[src/rtl/burst_master_port.sv]
// Bus master port: arbitrates, shifts header and write beats out on 1-bit lanes, deserialises read beats.
// Header starts the cycle after grant; grant loss aborts with tx_err; MASTER_TIMEOUT_EN adds a stall timeout.
module burst_master_port #(
  parameter int ADDR_LEN       = 12,
  parameter int DATA_LEN       = 8,
  parameter int BURST_LEN      = 12,
  parameter int SLAVE_LEN      = 2,
  parameter int TIMEOUT_CYCLES = 64
) (
  input  logic                 clk,
  input  logic                 reset,
  input  logic                 cmd_valid,
  output logic                 cmd_ready,
  input  logic                 cmd_write,
  input  logic [ADDR_LEN-1:0]  cmd_addr,
  input  logic [SLAVE_LEN-1:0] cmd_slave,
  input  logic [BURST_LEN-1:0] cmd_burst,
  input  logic [DATA_LEN-1:0]  wr_data,
  input  logic                 wr_valid,
  output logic                 wr_ready,
  output logic [DATA_LEN-1:0]  rd_data,
  output logic                 rd_valid,
  output logic                 approval_request,
  input  logic                 approval_grant,
  input  logic                 busy,
  output logic                 tx_slave_select,
  output logic                 tx_address,
  output logic                 tx_burst_number,
  output logic                 tx_data,
  output logic                 master_valid,
  output logic                 write_en,
  output logic                 read_en,
  input  logic                 slave_ready,
  input  logic                 slave_valid,
  input  logic                 rx_data,
  output logic                 master_ready,
  output logic                 tx_done,
  output logic                 tx_err
);

  localparam int CNT_MAX = (ADDR_LEN > DATA_LEN) ? ADDR_LEN : DATA_LEN;
  localparam int CW      = $clog2(CNT_MAX + 1);
  localparam int TW      = $clog2(TIMEOUT_CYCLES + 1);
  localparam logic [CW-1:0] HDR_LAST = CW'(ADDR_LEN - 1);
  localparam logic [CW-1:0] DAT_LAST = CW'(DATA_LEN - 1);
  localparam logic [TW-1:0] TO_LAST  = TW'(TIMEOUT_CYCLES - 1);

  typedef enum logic [3:0] {
    S_IDLE, S_REQ, S_HDR, S_WR_LOAD, S_WR_WAIT, S_WR_SHIFT, S_RD_SHIFT, S_RD_OUT, S_DONE
  } state_t;

  state_t               state_q, state_d;
  logic                 ready_q, ready_d;
  logic                 err_q, err_d;
  logic                 write_q, write_d;
  logic [BURST_LEN-1:0] beats_q, beats_d;
  logic [ADDR_LEN-1:0]  hsl_q, hsl_d, had_q, had_d, hbu_q, hbu_d;
  logic [CW-1:0]        cnt_q, cnt_d;
  logic [DATA_LEN-1:0]  sr_q, sr_d, rd_q, rd_d;
  logic [TW-1:0]        stall_q, stall_d;
  logic                 on_bus, stalled, timeout_hit;

  assign on_bus = state_q inside {S_HDR, S_WR_LOAD, S_WR_WAIT, S_WR_SHIFT, S_RD_SHIFT, S_RD_OUT};

`ifdef MASTER_TIMEOUT_EN
  assign stalled = ((state_q == S_REQ)      && !(approval_grant && !busy)) ||
                   ((state_q == S_WR_WAIT)  && !slave_ready) ||
                   ((state_q == S_RD_SHIFT) && !slave_valid);
`else
  assign stalled = 1'b0;
`endif
  assign timeout_hit = stalled && (stall_q == TO_LAST);

  assign rd_data = rd_q;
  assign tx_err  = err_q;

  always_comb begin
    state_d          = state_q;
    ready_d          = 1'b1;
    err_d            = 1'b0;
    write_d          = write_q;
    beats_d          = beats_q;
    hsl_d            = hsl_q;
    had_d            = had_q;
    hbu_d            = hbu_q;
    cnt_d            = cnt_q;
    sr_d             = sr_q;
    rd_d             = rd_q;
    stall_d          = stalled ? stall_q + 1'b1 : '0;
    cmd_ready        = 1'b0;
    wr_ready         = 1'b0;
    rd_valid         = 1'b0;
    approval_request = 1'b0;
    tx_slave_select  = 1'b0;
    tx_address       = 1'b0;
    tx_burst_number  = 1'b0;
    tx_data          = 1'b0;
    master_valid     = 1'b0;
    write_en         = 1'b0;
    read_en          = 1'b0;
    master_ready     = 1'b0;
    tx_done          = 1'b0;

    case (state_q)
      S_IDLE: begin
        // ready_q keeps cmd_ready low until the first clock after reset release
        cmd_ready = ready_q;
        if (ready_q && cmd_valid) begin
          write_d = cmd_write;
          hsl_d   = ADDR_LEN'(cmd_slave);
          had_d   = cmd_addr;
          hbu_d   = ADDR_LEN'(cmd_burst);
          beats_d = (cmd_burst == '0) ? BURST_LEN'(1) : cmd_burst;
          cnt_d   = '0;
          state_d = S_REQ;
        end
      end
      S_REQ: begin
        approval_request = !busy;
        if (approval_grant && !busy) begin
          cnt_d   = '0;
          state_d = S_HDR;
        end
      end
      S_HDR: begin
        approval_request = 1'b1;
        master_valid     = 1'b1;
        tx_slave_select  = hsl_q[0];
        tx_address       = had_q[0];
        tx_burst_number  = hbu_q[0];
        hsl_d            = hsl_q >> 1;
        had_d            = had_q >> 1;
        hbu_d            = hbu_q >> 1;
        cnt_d            = cnt_q + 1'b1;
        if (cnt_q == HDR_LAST) begin
          cnt_d   = '0;
          state_d = write_q ? S_WR_LOAD : S_RD_SHIFT;
        end
      end
      S_WR_LOAD: begin
        approval_request = 1'b1;
        // no word is taken in the cycle the grant is lost
        wr_ready         = approval_grant;
        if (approval_grant && wr_valid) begin
          sr_d    = wr_data;
          state_d = S_WR_WAIT;
        end
      end
      S_WR_WAIT: begin
        approval_request = 1'b1;
        write_en         = 1'b1;
        if (slave_ready) begin
          cnt_d   = '0;
          state_d = S_WR_SHIFT;
        end
      end
      S_WR_SHIFT: begin
        approval_request = 1'b1;
        master_valid     = 1'b1;
        write_en         = 1'b1;
        tx_data          = sr_q[0];
        sr_d             = sr_q >> 1;
        cnt_d            = cnt_q + 1'b1;
        if (cnt_q == DAT_LAST) begin
          cnt_d   = '0;
          beats_d = beats_q - 1'b1;
          state_d = (beats_q == BURST_LEN'(1)) ? S_DONE : S_WR_LOAD;
        end
      end
      S_RD_SHIFT: begin
        approval_request = 1'b1;
        read_en          = 1'b1;
        master_ready     = 1'b1;
        if (slave_valid) begin
          sr_d  = {rx_data, sr_q[DATA_LEN-1:1]};
          cnt_d = cnt_q + 1'b1;
          if (cnt_q == DAT_LAST) begin
            cnt_d   = '0;
            rd_d    = {rx_data, sr_q[DATA_LEN-1:1]};
            state_d = S_RD_OUT;
          end
        end
      end
      S_RD_OUT: begin
        approval_request = 1'b1;
        rd_valid         = 1'b1;
        beats_d          = beats_q - 1'b1;
        state_d          = (beats_q == BURST_LEN'(1)) ? S_DONE : S_RD_SHIFT;
      end
      S_DONE: begin
        tx_done = 1'b1;
        state_d = S_IDLE;
      end
      default: state_d = S_IDLE;
    endcase

    if ((on_bus && !approval_grant) || timeout_hit) begin
      err_d   = 1'b1;
      stall_d = '0;
      state_d = S_IDLE;
    end
  end

  always_ff @(posedge clk or negedge reset) begin
    if (!reset) begin
      state_q <= S_IDLE;
      ready_q <= 1'b0;
      err_q   <= 1'b0;
      write_q <= 1'b0;
      beats_q <= '0;
      hsl_q   <= '0;
      had_q   <= '0;
      hbu_q   <= '0;
      cnt_q   <= '0;
      sr_q    <= '0;
      rd_q    <= '0;
      stall_q <= '0;
    end else begin
      state_q <= state_d;
      ready_q <= ready_d;
      err_q   <= err_d;
      write_q <= write_d;
      beats_q <= beats_d;
      hsl_q   <= hsl_d;
      had_q   <= had_d;
      hbu_q   <= hbu_d;
      cnt_q   <= cnt_d;
      sr_q    <= sr_d;
      rd_q    <= rd_d;
      stall_q <= stall_d;
    end
  end

endmodule
[config.mk]
export PLATFORM = sky130hd
export DESIGN_NAME = burst_master_port
export DESIGN_NICKNAME = d
export VERILOG_FILES = /design/src/rtl/burst_master_port.sv
export SDC_FILE = /design/constraint.sdc
export NUM_CORES = 1
export LEC_CHECK = 0
export ABC_AREA = 1
export BUFFER_PORTS_ARGS = -buffer_cell sky130_fd_sc_hd__clkbuf_2
export CAP_MARGIN = 20
export CORE_MARGIN = 2
export CORE_UTILIZATION = 45
export CTS_CLUSTER_SIZE = 12
export DETAILED_ROUTE_END_ITERATION = 12
export GPL_ROUTABILITY_DRIVEN = 0
export PLACE_DENSITY_LB_ADDON = 0.25
export SLEW_MARGIN = 20
export SYNTH_ARGS = -nofsm -noshare
export SYNTH_HDL_FRONTEND = slang
export SYNTH_SLANG_ARGS = --single-unit
[constraint.sdc]
create_clock -name clk -period 4.56 [get_ports clk]
set_input_delay 0.684 -clock clk [delete_from_list [all_inputs] [get_ports clk]]
set_output_delay 0.684 -clock clk [all_outputs]
set_load 0.03 [all_outputs]
==> results of run 1 <==
cell type report:
type | count | area [µm²] | share of cell area (%)
clock inverter | 5 | 32.5 | 0.811
timing repair buffer | 66 | 333 | 8.30
multi-input combinational | 323 | 1580 | 39.5
clock buffer | 11 | 131 | 3.28
inverter | 47 | 176 | 4.40
sequential | 65 | 1630 | 40.5
tap | 102 | 128 | 3.18
worst register-to-register path, delay by kind of cell (launching register included):
kind / cells / cell delay (ns)
and+or+nand+nor: 4 / 0.82
AOI/OAI and AO/OA: 2 / 0.26
DFF: 1 / 0.49
buffers and inverters: 2 / 0.35
where the power goes:
group / internal, mW / switching [mW] / leakage [nW]
clock: 0.197 / 0.231 / 0.0870
combinational: 0.357 / 0.730 / 1.12
sequential: 0.799 / 0.132 / 0.793
total: 1.35 / 1.09 / 2.00
registers in the layout, indices dropped and copies added (netlist names), 2 cells and up:
register,cells
cnt_q,4
rd_data,8
hbu_q,12
had_q,12
state_q,4
hsl_q,2
beats_q,12
sr_q,8
logic make-up after synthesis:
kind of cell / Yosys count / share of synthesized area, %
adder cells (fa/ha/maj): 3 / 1.07
buffers and inverters: 62 / 8.13
AND/OR/NAND/NOR: 228 / 28.4
AO/OA/AOI/OAI: 85 / 14.2
XOR/XNOR: 5 / 1.25
other: 1 / 0.107
flip-flops: 65 / 46.5
multiplexers: 1 / 0.322
layer usage:
metal  up-vias  part of all wire (%)
li1       1593                     -
met1      1434                    49
met2        78                    45
met3        13                   4.7
met4         0                   1.7
met5         -                     0
cell usage in the layout, fill, tap and decap left out, drive strengths merged:
master  instances
a21boi          1
a21oi          13
a31oi           1
and2            1
buf             1
clkbuf         76
clkinv          5
conb            1
dfrtp          65
ha              3
inv            47
mux2            1
nand2         103
nand3          25
nand3b          2
nand4           1
nor2           87
nor3            5
nor4            3
o211ai          9
o21a            1
o21ai          35
o22ai          25
or2             1
xnor2           1
xor2            4
per-stage QoR:
stage	hold slack (ns)	setup WS, ns	power, mW	std cells	utilization (%)
after floorplan	0.388	2.38	1.81	450	-
final	0.466	1.99	2.45	619	52.7
after global routing	0.504	1.80	2.67	619	52.7
after global placement	0.462	2.42	2.00	603	50.6
after detailed placement	0.469	2.34	2.03	603	50.6
after CTS	0.486	1.98	2.46	619	52.7
how the worst max path moves through the flow:
stage | to | slack, ns | depth (start not counted)
finish | tx_burst_number | 1.99 | 6
global route | tx_burst_number | 1.80 | 6
detailed placement | tx_address | 2.34 | 6
floorplan | tx_address | 2.38 | 6
CTS | tx_address | 1.98 | 6
global placement | tx_address | 2.42 | 6
==> out/summary.txt, run 1 <==
Mapped Area = 3490 µm²
Initial antenna violation count = 0
Max rail drop VDD = 0.296 mV
DRC = 0
Largest net degree at the start of global routing = 37
Crit path max fanout = 31
Min-Delay Path Class = input port to async pin
Synth warn = 0
Reg2Reg Depth = 8
CTS clock-pin slew for the worst setup and hold paths = 0.08 ns
Crit end category = output pin
Startpoint types = flop
Unrepaired setup endpoints after global routing = false
Dominant cell by count in the synthesized netlist = nand2_1
Req. time, crit path = 3.88 ns
Leak Pwr = 2.00 nW
F_max = 389 MHz
Worst EP arrival = 1.89 ns
Num CTS Buffers = 9
Worst r2r dst = beats_q[7]
Reg-to-Reg Start = state_q[2]
PostCTS Resize Cnt = 0
Placed cell areas = 3850 µm²
Final period util = 56.4%
TritonCTS clock tree = built
Final ANT Viol Nets = 0
Num ports = 66
# diodes = 0
Die height = 92.1 µm
Slowest cell on crit path = dfrtp_1
Synth cell types = 34
DR iter-0 viols = 115
Critical Path Source = state_q[0]
Post-CTS Repair Setup Buffers = 0
Area of the die = 8490 µm²
Port Buffers = 65
Final WL = 8.07 mm
Detailed-router iteration count before antenna repair = 4
Die extent in x = 92.1 µm
GR Util met3 = 4.35%
Vias in the first global route = 3059
Worst-skew pair later-pin latency = 0.34 ns
TNS Setup = 0 ns
Synth area leader = dfrtp_1
Global Route Usage Sum = 20.8%
WP buf/inv = 3
Nets = 559
Met2 Resource Use GR = 32.5%
CP Class = flop to output pin
Hold_buf cts = 0
Clk buf depth = 2
Pwr dens = 610 nW/µm²
Row count = 32
Setup Skew = 0.0130 ns
Critical Path, Cell by Cell = inv_1 > nand2_1 > nor2_1 > inv_2 > nor2_1 > clkbuf_2
Final Slew Violations = 0
Global-route wire length before repair = 14.2 mm
Cell with the most instances on the worst path = nor2_1
Most used routing layer = met2
Slowest stage delay, CP = 0.44 ns
Reg2reg setup slack = 2.58 ns
Post-synth ARST share = 100%
CTS Root Cell = clkbuf_8
Post-synth top cells = nand2_1, nor2_1, dfrtp_1
Layout area overhead = 14.8%
Worst slew margin = 38.4%
#FFs+latches synth = 65
Starting Density = 45.9%
Fin. Hold Viols = 0
Share of cells above drive strength 1 = 19.5%
Area contributors post-synth = dfrtp_1, nand2_1, nor2_1, o22ai_1, inv_1
Max_cap viols = 0
Sequential share of the synthesized area = 46.5%
DR vias/cell = 5.04
Top FF cell, synth = dfrtp_1
Filler cells = 748
Met1 GRT Util = 28.4%
Net Count, Synth = 497
H-tree depth = 3
Syn avg cell area = 7.77 µm²
EDFF count, synth = 0
Worst Tran Pin Value = 0.924 ns
WL/cell = 13.0 µm
Finished layout cell area = 4010 µm²
Tmin final = 2.57 ns
Dpl hpwl = 5.86 mm
Setup Viol. Count Final = 0
Top cell type's share of synthesized area = 46.5%
Remaining Overflow, GRT = 0
Status = finished, final reports clean
DR vias = 3118
Core Box Area = 7610 µm²
CP delay by family, top = buffers and inverters
Mapped Cells = 450
CTS sink count = 65
Power figures use the tool's default switching activity.
==> inputs of run 2 (changes only) <==
--- a/config.mk
+++ b/config.mk
@@ -5,7 +5,7 @@
 export SDC_FILE = /design/constraint.sdc
 export NUM_CORES = 1
 export LEC_CHECK = 0
-export ABC_AREA = 1
+export ABC_AREA = 0
 export BUFFER_PORTS_ARGS = -buffer_cell sky130_fd_sc_hd__clkbuf_2
 export CAP_MARGIN = 20
 export CORE_MARGIN = 2
==> constraint.sdc (replaced) <==
create_clock -name clk -period 2.5 [get_ports clk]
set_input_delay 0.375 -clock clk [delete_from_list [all_inputs] [get_ports clk]]
set_output_delay 0.375 -clock clk [all_outputs]
set_load 0.03 [all_outputs]
==> run 2 against run 1 <==
Net effect: wire length is 1.4% higher; via count is 3.3% lower; sequential power is 91% higher; global-route usage is 0.33 points lower; cell count is 11% lower; non-clock buffer count is 13 higher; critical path type unchanged; combinational power is 84% higher; clock skew is 0.0023 ns lower; design area is 2.7% higher; highest routed layer unchanged; clock power grew to 2.5 times the previous value.
==> out/summary.txt, run 2 <==
Status = finished, final reports clean
Req. time, crit path = 2.12 ns
Syn avg cell area = 8.99 µm²
CTS sink count = 65
Hold_buf cts = 0
Vias in the first global route = 2785
Synth cell types = 57
# diodes = 0
Most frequent cells in the layout = dfrtp_1, clkbuf_2, nor2_1, o21ai_0
Slowest cell on crit path = or4b_1
EDFF count, synth = 0
Synth warn = 0
Share of cells above drive strength 1 = 23.9%
Synth area leader = dfrtp_1
Net Count, Synth = 430
Int Pwr = 2.90 mW
Worst Tran Pin Value = 0.664 ns
Core Box Area = 7330 µm²
Startpoint types = flop
Reg2reg setup slack = 0.41 ns
Sequential power share = 36.6%
Critical Path, Cell by Cell = or4b_1 > nor2_1 > clkbuf_2
DR iter-0 viols = 130
Worst-skew pair later-pin latency = 0.34 ns
Min-Delay Path Class = input port to async pin
Largest net degree at the start of global routing = 43
Worst EP arrival = 1.95 ns
TNS Setup = 0 ns
Setup Skew = 0.0108 ns
Clk buf depth = 2
#FFs+latches synth = 65
CTS Root Cell = clkbuf_8
Remaining Overflow, GRT = 0
Mapped Cells = 383
F_max = 430 MHz
Leak Pwr = 1.95 nW
Num ports = 66
Layout area overhead = 19.5%
Hold Slack = 0.0595 ns
PostCTS Resize Cnt = 0
Mapped Area = 3440 µm²
Clock power share = 22.0%
Worst r2r dst = state_q[1]
H-tree depth = 3
Tmin final = 2.33 ns
Switching share of total power = 40.2%
Num CTS Buffers = 9
CP Class = flop to output pin
Setup Viol. Count Final = 0
Post-CTS Repair Setup Buffers = 0
Port Buffers = 65
Sequential share of the synthesized area = 47.2%
Final ANT Viol Nets = 0
Post-synth top cells = dfrtp_1, nor2_1, o21ai_0
Slowest stage delay, CP = 0.70 ns
Initial antenna violation count = 0
WL/cell = 14.9 µm
Detailed-router iteration count before antenna repair = 4
Top FF cell, synth = dfrtp_1
Dpl hpwl = 5.88 mm
Final WL = 8.18 mm
Dominant cell by count in the synthesized netlist = dfrtp_1
Reg2Reg Depth = 6
Max rail drop VDD = 0.595 mV
Max_cap viols = 0
Worst slew margin = 55.7%
Final period util = 93.0%
Die height = 91.5 µm
Crit path max fanout = 11
DRC = 0
Row count = 31
Global-route wire length before repair = 13.8 mm
DR vias = 3015
Area of the die = 8370 µm²
TritonCTS clock tree = built
Net Sw Power = 1.95 mW
Fin. Hold Viols = 0
Starting Density = 47.0%
Pwr dens = 1180 nW/µm²
Nets = 493
Top cell type's share of synthesized area = 47.2%
Unrepaired setup endpoints after global routing = false
Global Route Usage Sum = 20.4%
DR vias/cell = 5.48
Area contributors post-synth = dfrtp_1, nor2_1, o22ai_1, o21ai_0, mux2i_1
Die extent in x = 91.5 µm
Final Slew Violations = 0
Crit end category = output pin
Final core utilization = 56.2%
Filler cells = 687
Post-synth ARST share = 100%
Comb power frac = 41.4%
Largest regs = beats_q (12), had_q (12), hbu_q (12)
Reg-to-Reg Start = state_q[1]
CTS clock-pin slew for the worst setup and hold paths = 0.07 ns
run 2: cell types whose count changed after synthesis, moves of 6 or more:
cell / previous run / this run
nor3_1: 5 / 13
nor2_1: 82 / 62
clkbuf_1: 2 / 13
nand2_1: 98 / 25
a31oi_1: 1 / 7
nand3_1: 23 / 10
inv_1: 41 / 12
o211ai_1: 9 / 3
mux2i_1: 0 / 10
run 2: area by class of cell:
cell class                 count  area, µm²  area share, %
inverter                      13       48.8           1.19
tap                           99        124           3.01
timing repair buffer          79        443           10.8
clock buffer                  11        131           3.19
sequential                    65       1630           39.5
multi-input combinational    278       1640           39.8
clock inverter                 5        104           2.52
run 2: worst max-delay path by stage:
stage | endpoint | from
6_report | tx_burst_number | state_q[2]
5_1_grt | tx_slave_select | state_q[2]
4_1_cts | tx_burst_number | state_q[2]
3_5_place_dp | rd_data[4] | state_q[2]
3_3_place_gp | state_q[1] | state_q[1]
2_1_floorplan | master_valid | state_q[1]
run 2: layer usage:
layer / wire length, µm / track usage (%) / vias up
li1: - / - / 1502
met1: 3920 / 29.3 / 1429
met2: 3740 / 31.2 / 78
met3: 432 / 3.32 / 6
met4: 89 / 7.45 / 0
met5: 0 / 0 / -
run 2: per-stage QoR:
step	setup WS, ns	total power [mW]	std cells	area, µm²
2_1_floorplan	0.414	3.24	383	3440
3_3_place_gp	0.478	3.72	534	3880
3_5_place_dp	0.471	3.80	534	3880
4_1_cts	0.177	4.87	550	4120
5_1_grt	0.0969	5.22	550	4120
6_report	0.175	4.85	550	4120
run 2: power groups by stage:
stage	logic, mW	clock network, mW	registers, mW
2_1_floorplan	1.55	0	1.70
3_3_place_gp	1.95	0	1.77
3_5_place_dp	2.01	0	1.79
4_1_cts	2.01	1.09	1.77
5_1_grt	2.25	1.14	1.83
6_report	2.01	1.07	1.78
run 2: cells by family after synthesis:
| kind of cell | after synthesis | share of synthesized area, % |
|---|---|---|
| buffers and inverters | 40 | 5.16 |
| AND/OR/NAND/NOR | 146 | 20.5 |
| other | 1 | 0.109 |
| XOR/XNOR | 2 | 0.509 |
| adder cells (fa/ha/maj) | 3 | 1.09 |
| multiplexers | 20 | 6.17 |
| AO/OA/AOI/OAI | 106 | 19.3 |
| flip-flops | 65 | 47.2 |
run 2: worst max-delay path: cells and delay by family, from the launching register on:
| family | cells | cell delay, ns |
|---|---|---|
| buffers and inverters | 1 | 0.23 |
| DFF | 1 | 0.50 |
| and+or+nand+nor | 2 | 0.89 |
